File: config.mk
export PLATFORM = sky130hd
export DESIGN_NAME = crc32_parallel
export DESIGN_NICKNAME = d
export VERILOG_FILES = /design/src/rtl/crc_pkg.sv /design/src/rtl/crc32_parallel_dw_step.sv /design/src/rtl/crc32_parallel.sv
export SDC_FILE = /design/constraint.sdc
export NUM_CORES = 2
export LEC_CHECK = 0
export ABC_AREA = 1
export CAP_MARGIN = 20
export CELL_PAD_IN_SITES_DETAIL_PLACEMENT = 1
export CELL_PAD_IN_SITES_GLOBAL_PLACEMENT = 2
export CORE_ASPECT_RATIO = 1.4
export CORE_MARGIN = 2
export CORE_UTILIZATION = 35
export CTS_BUF_LIST = sky130_fd_sc_hd__clkbuf_8 sky130_fd_sc_hd__clkbuf_16
export CTS_CLUSTER_DIAMETER = 120
export CTS_CLUSTER_SIZE = 30
export DETAILED_ROUTE_END_ITERATION = 8
export DONT_BUFFER_PORTS = 1
export PLACE_DENSITY = 0.91
export RECOVER_POWER = 100
export SYNTH_ARGS = -nofsm -noshare
export SYNTH_HDL_FRONTEND = slang
export SYNTH_SLANG_ARGS = --single-unit
File: constraint.sdc
create_clock -name CRC_i_CLK -period 66 [get_ports CRC_i_CLK]
set_input_delay 13.2 -clock CRC_i_CLK [delete_from_list [all_inputs] [get_ports CRC_i_CLK]]
set_output_delay 13.2 -clock CRC_i_CLK [all_outputs]
set_load 0.1 [all_outputs]
File: src/rtl/crc_pkg.sv
// Shared constants and the single-bit CRC-32 update used by the parallel ECRC engine.
package crc_pkg;

  localparam logic [31:0] CRC32_POLY      = 32'h04C11DB7;
  localparam logic [31:0] CRC32_ECRC_SEED = 32'hFFFF_FFFF;
  localparam int          DW_WIDTH        = 32;
  localparam int          DATA_WIDTH_DEF  = 256;
  localparam int          MAX_DWS         = DATA_WIDTH_DEF / DW_WIDTH;

  // One MSB-first, non-reflected shift of the CRC register with message bit b.
  function automatic logic [31:0] crc32_bit_step(input logic [31:0] crc, input logic b);
    logic fb;
    fb = crc[31] ^ b;
    return {crc[30:0], 1'b0} ^ (fb ? CRC32_POLY : 32'h0);
  endfunction

endpackage

File: src/rtl/crc32_parallel_dw_step.sv
// Combinational next-CRC for one 32-bit DW, bits consumed from 31 down to 0.
module crc32_dw_step
  import crc_pkg::*;
(
  input  logic [31:0]         crc_in,
  input  logic [DW_WIDTH-1:0] data,
  output logic [31:0]         crc_out
);

  always_comb begin
    crc_out = crc_in;
    for (int i = DW_WIDTH - 1; i >= 0; i--) begin
      crc_out = crc32_bit_step(crc_out, data[i]);
    end
  end

endmodule

File: src/rtl/crc32_parallel.sv
// Single-cycle 256-bit CRC-32 engine: folds up to eight right-aligned DWs into a running CRC.
module crc32_parallel
  import crc_pkg::*;
#(
  parameter int DATA_WIDTH   = 256,
  parameter int LENGTH_WIDTH = 4,
  parameter int POLY_WIDTH   = 32
) (
  input  logic                    CRC_i_CLK,
  input  logic                    CRC_i_RST_n,
  input  logic [DATA_WIDTH-1:0]   CRC_i_Message,
  input  logic [LENGTH_WIDTH-1:0] CRC_i_Length,
  input  logic                    CRC_i_EN,
  input  logic [POLY_WIDTH-1:0]   CRC_i_Seed,
  input  logic                    CRC_i_Seed_Load,
  output logic [POLY_WIDTH-1:0]   CRC_o_CRC
);

  localparam int NDW = DATA_WIDTH / DW_WIDTH;

  logic [POLY_WIDTH-1:0]   crc_reg;
  logic [POLY_WIDTH-1:0]   crc_next;
  logic [LENGTH_WIDTH-1:0] len_eff;
  logic [DW_WIDTH-1:0]     msg_dw   [NDW];
  logic [DW_WIDTH-1:0]     stage_dw [NDW];
  logic [POLY_WIDTH-1:0]   chain    [NDW+1];

  always_comb begin
    len_eff = CRC_i_Length;
    if (CRC_i_Length > LENGTH_WIDTH'(NDW)) len_eff = LENGTH_WIDTH'(NDW);
  end

  for (genvar j = 0; j < NDW; j++) begin : g_split
    assign msg_dw[j] = CRC_i_Message[j*DW_WIDTH +: DW_WIDTH];
  end

  // Stage k must consume DW (L-1-k) so the highest valid DW always enters the chain first.
  always_comb begin
    for (int k = 0; k < NDW; k++) begin
      stage_dw[k] = '0;
      for (int j = 0; j < NDW; j++) begin
        if (int'(len_eff) == j + k + 1) stage_dw[k] = msg_dw[j];
      end
    end
  end

  assign chain[0] = CRC_i_Seed_Load ? CRC_i_Seed : crc_reg;

  for (genvar k = 0; k < NDW; k++) begin : g_chain
    crc32_dw_step u_step (
      .crc_in  (chain[k]),
      .data    (stage_dw[k]),
      .crc_out (chain[k+1])
    );
  end

  // Tap the chain after stage L; L = 0 passes the start value straight through.
  always_comb begin
    crc_next = chain[0];
    for (int k = 1; k <= NDW; k++) begin
      if (int'(len_eff) == k) crc_next = chain[k];
    end
  end

  always_ff @(posedge CRC_i_CLK) begin
    if (!CRC_i_RST_n) begin
      crc_reg <= CRC32_ECRC_SEED;
    end else if (CRC_i_EN) begin
      crc_reg <= crc_next;
    end
  end

  assign CRC_o_CRC = crc_reg;

endmodule

==> impl_metrics.json <==
{
  "drcViolationCount": 0,
  "cp_top_family": "simple AND/OR/NAND/NOR gates",
  "start_kind": "primary input",
  "dp_hpwl_mm": 345,
  "crit_path_end_kind": "flip-flop",
  "ios": 328,
  "synthesis.nets": 11900,
  "design.final.nets": 11800,
  "synth_cell_types": 65,
  "clock_latency_ps": 290,
  "arrival_ps": 48710,
  "numPortBuffers": 0,
  "cts.sinks": 32,
  "yosys.area.top_type": "nand2_1",
  "tns_ps": 0,
  "most-common-layout-cells": "5,282 x nand2_1, 2,039 x nand3_1, 984 x inv_1, 639 x nand2_2, 335 x xor2_1",
  "place_area_um2": 59000,
  "cp_common_cell": "nand2_1",
  "design.die.area_um2": 166000,
  "grt_pass1_wl_mm": 554,
  "drt_iter0_markers": 7446,
  "grt_pass1_vias": 78800,
  "grt_max_degree": 156,
  "clock_skew_ps": 9.71,
  "detail-route-antenna-nets": 0,
  "place_ws_ps": 25320,
  "drt_first_pass_iters": 7,
  "wl_per_cell_um": 28.9,
  "startpoint": "CRC_i_Length[3]",
  "cts_resized": 0,
  "drive_gt1_share_pct": 12.5,
  "dieHeight_um": 482,
  "cpPeakStageDelay_ps": 2250,
  "maxCapViolations": 26,
  "synth_edf_count": 0,
  "crit_slowest_cell": "nand3_1",
  "cts-root-buf": "clkbuf_16",
  "globalplace.congestion": 1.15,
  "rsz0062_at_grt": "no",
  "htree_num_levels": 2,
  "post_cts_buffers": 0,
  "async_flop_share_pct": 0,
  "ys.flop_type": "dfxtp_1",
  "track_usage_pct": 45.3,
  "layout_commonest_cell": "nand2_1",
  "crit_type": "in2reg",
  "path_buf_inv": 14,
  "yosys_register_bits": 32,
  "yosys_warnings": 0,
  "setup_ws_ps": 17470,
  "area_growth_syn_to_layout_pct": 3.60,
  "design_area_um2": 59100,
  "avgSynthCellArea_um2": 4.92,
  "die_x_um": 345,
  "yosysSeqAreaShare_pct": 1.12,
  "min_period_ps": 48530,
  "via_per_inst": 5.94,
  "maxSlewViolCount": 236,
  "min_path_type": "reg2reg",
  "cts_buffers": 5,
  "syn_inst": 11600,
  "finalSetupViolCount": 0,
  "cp_data_required_time_ps": 66180,
  "path_max_fanout": 155,
  "routed_wl_mm": 394,
  "largest_reg_flops": 32,
  "hold_buffers": 0,
  "synthTopCellsByArea": "nand2_1 35%, nand3_1 18%, nand2_2 7.2%, inv_1 6.5%, xor2_1 5.1%",
  "finalHoldViolations": 0,
  "relSlewSlack_pct": -101,
  "synthesis.area_um2": 57100,
  "antenna_found_initial": 79,
  "hp-start": "CRC_o_CRC[2]",
  "utilization_pct": 36.4,
  "regToRegStartpoint": "CRC_o_CRC[30]",
  "period_share_pct": 73.5,
  "rows": 175,
  "status": "finished with violations",
  "dr_total_vias": 81000,
  "core-area_um2": 162000,
  "path_clk_slew_ps": 60,
  "cts_tree": "done",
  "violations": "capacitance limit, slew limit",
  "synth_top_area_share_pct": 34.6,
  "tightest_slew_ps": 3020,
  "start_util_pct": 35.2,
  "grt_overflow": 0,
  "clock.fmax_mhz": 20.6,
  "clock_path_buffers": 2
}
## per-stage QoR
stage	hold slack, ps	instances
after global placement	736	13600
after detailed placement	751	13600
final	842	13600
after global routing	799	13600
after CTS	759	13600
after floorplan	907	11600
## metal layers
metal	vias to the layer above	part of all wire [%]	global-route usage, %
met5	-	0.13	0
met3	1181	11	17.8
met1	39000	36	48.3
li1	37200	-	-
met4	74	9.5	35.9
met2	3582	43	71.7
## final cells by class
| cell class | instances | area [µm²] |
|---|---|---|
| Antenna cell | 44 | 110 |
| Clock buffer | 6 | 139 |
| Clock inverter | 2 | 11.3 |
| Fill cell | 24000 | 103000 |
| Inverter | 1255 | 4810 |
| Multi-Input combinational cell | 10100 | 50100 |
| Sequential cell | 32 | 641 |
| Tap cell | 2124 | 2660 |
| Timing Repair Buffer | 98 | 686 |
## cells in the mapped netlist (all sizes together) (2+ instances only)
cell type and count:
a21o 2, clkbuf 100, a31oi 18, o211ai 107, xor2 346, nand2 6121, o221ai 38, o22ai 183
or2 40, xnor3 4, nand3 2194, dlygate4sd3 4, o2111ai 16, clkinv 5, a21oi 217, nor2 166
a311oi 5, o21ai 321, buf 138, nand2b 2, dfxtp 32, a221oi 23, nand3b 66, nor3 7
xnor2 119, o2bb2ai 2, inv 1250, a211oi 4, o311ai 8, nand4 61, mux2i 4, dlygate4sd1 2
## tightest hold or removal path: cells and delay by family, from the launching register on
kind / cells / cell delay (ps)
buffers and inverters: 1 / 280
AO/OA/AOI/OAI: 1 / 90
flip-flops: 1 / 430
## worst paths after layout
| check | end | slack, ps | cells after the start |
|---|---|---|---|
| worst max-delay path | CRC_o_CRC[5] | 17470 | 177 |
| worst max register to register | CRC_o_CRC[5] | 34570 | 174 |
| worst min-delay path | CRC_o_CRC[2] | 840 | 2 |
| worst min register to register | CRC_o_CRC[2] | 840 | 2 |
## kinds of logic after synthesis
logic type | after synthesis | synth area share (%)
buffers and inverters | 1499 | 11.0
AOI/OAI and AO/OA | 947 | 9.99
DFF | 32 | 1.12
xor gates and xnor gates | 469 | 7.49
and+or+nand+nor | 8657 | 70.3
muxes | 4 | 0.0702
Power is left out: the tool's default activity adds up to more than one toggle a clock period on the data nets, which glitch-free logic cannot reach.
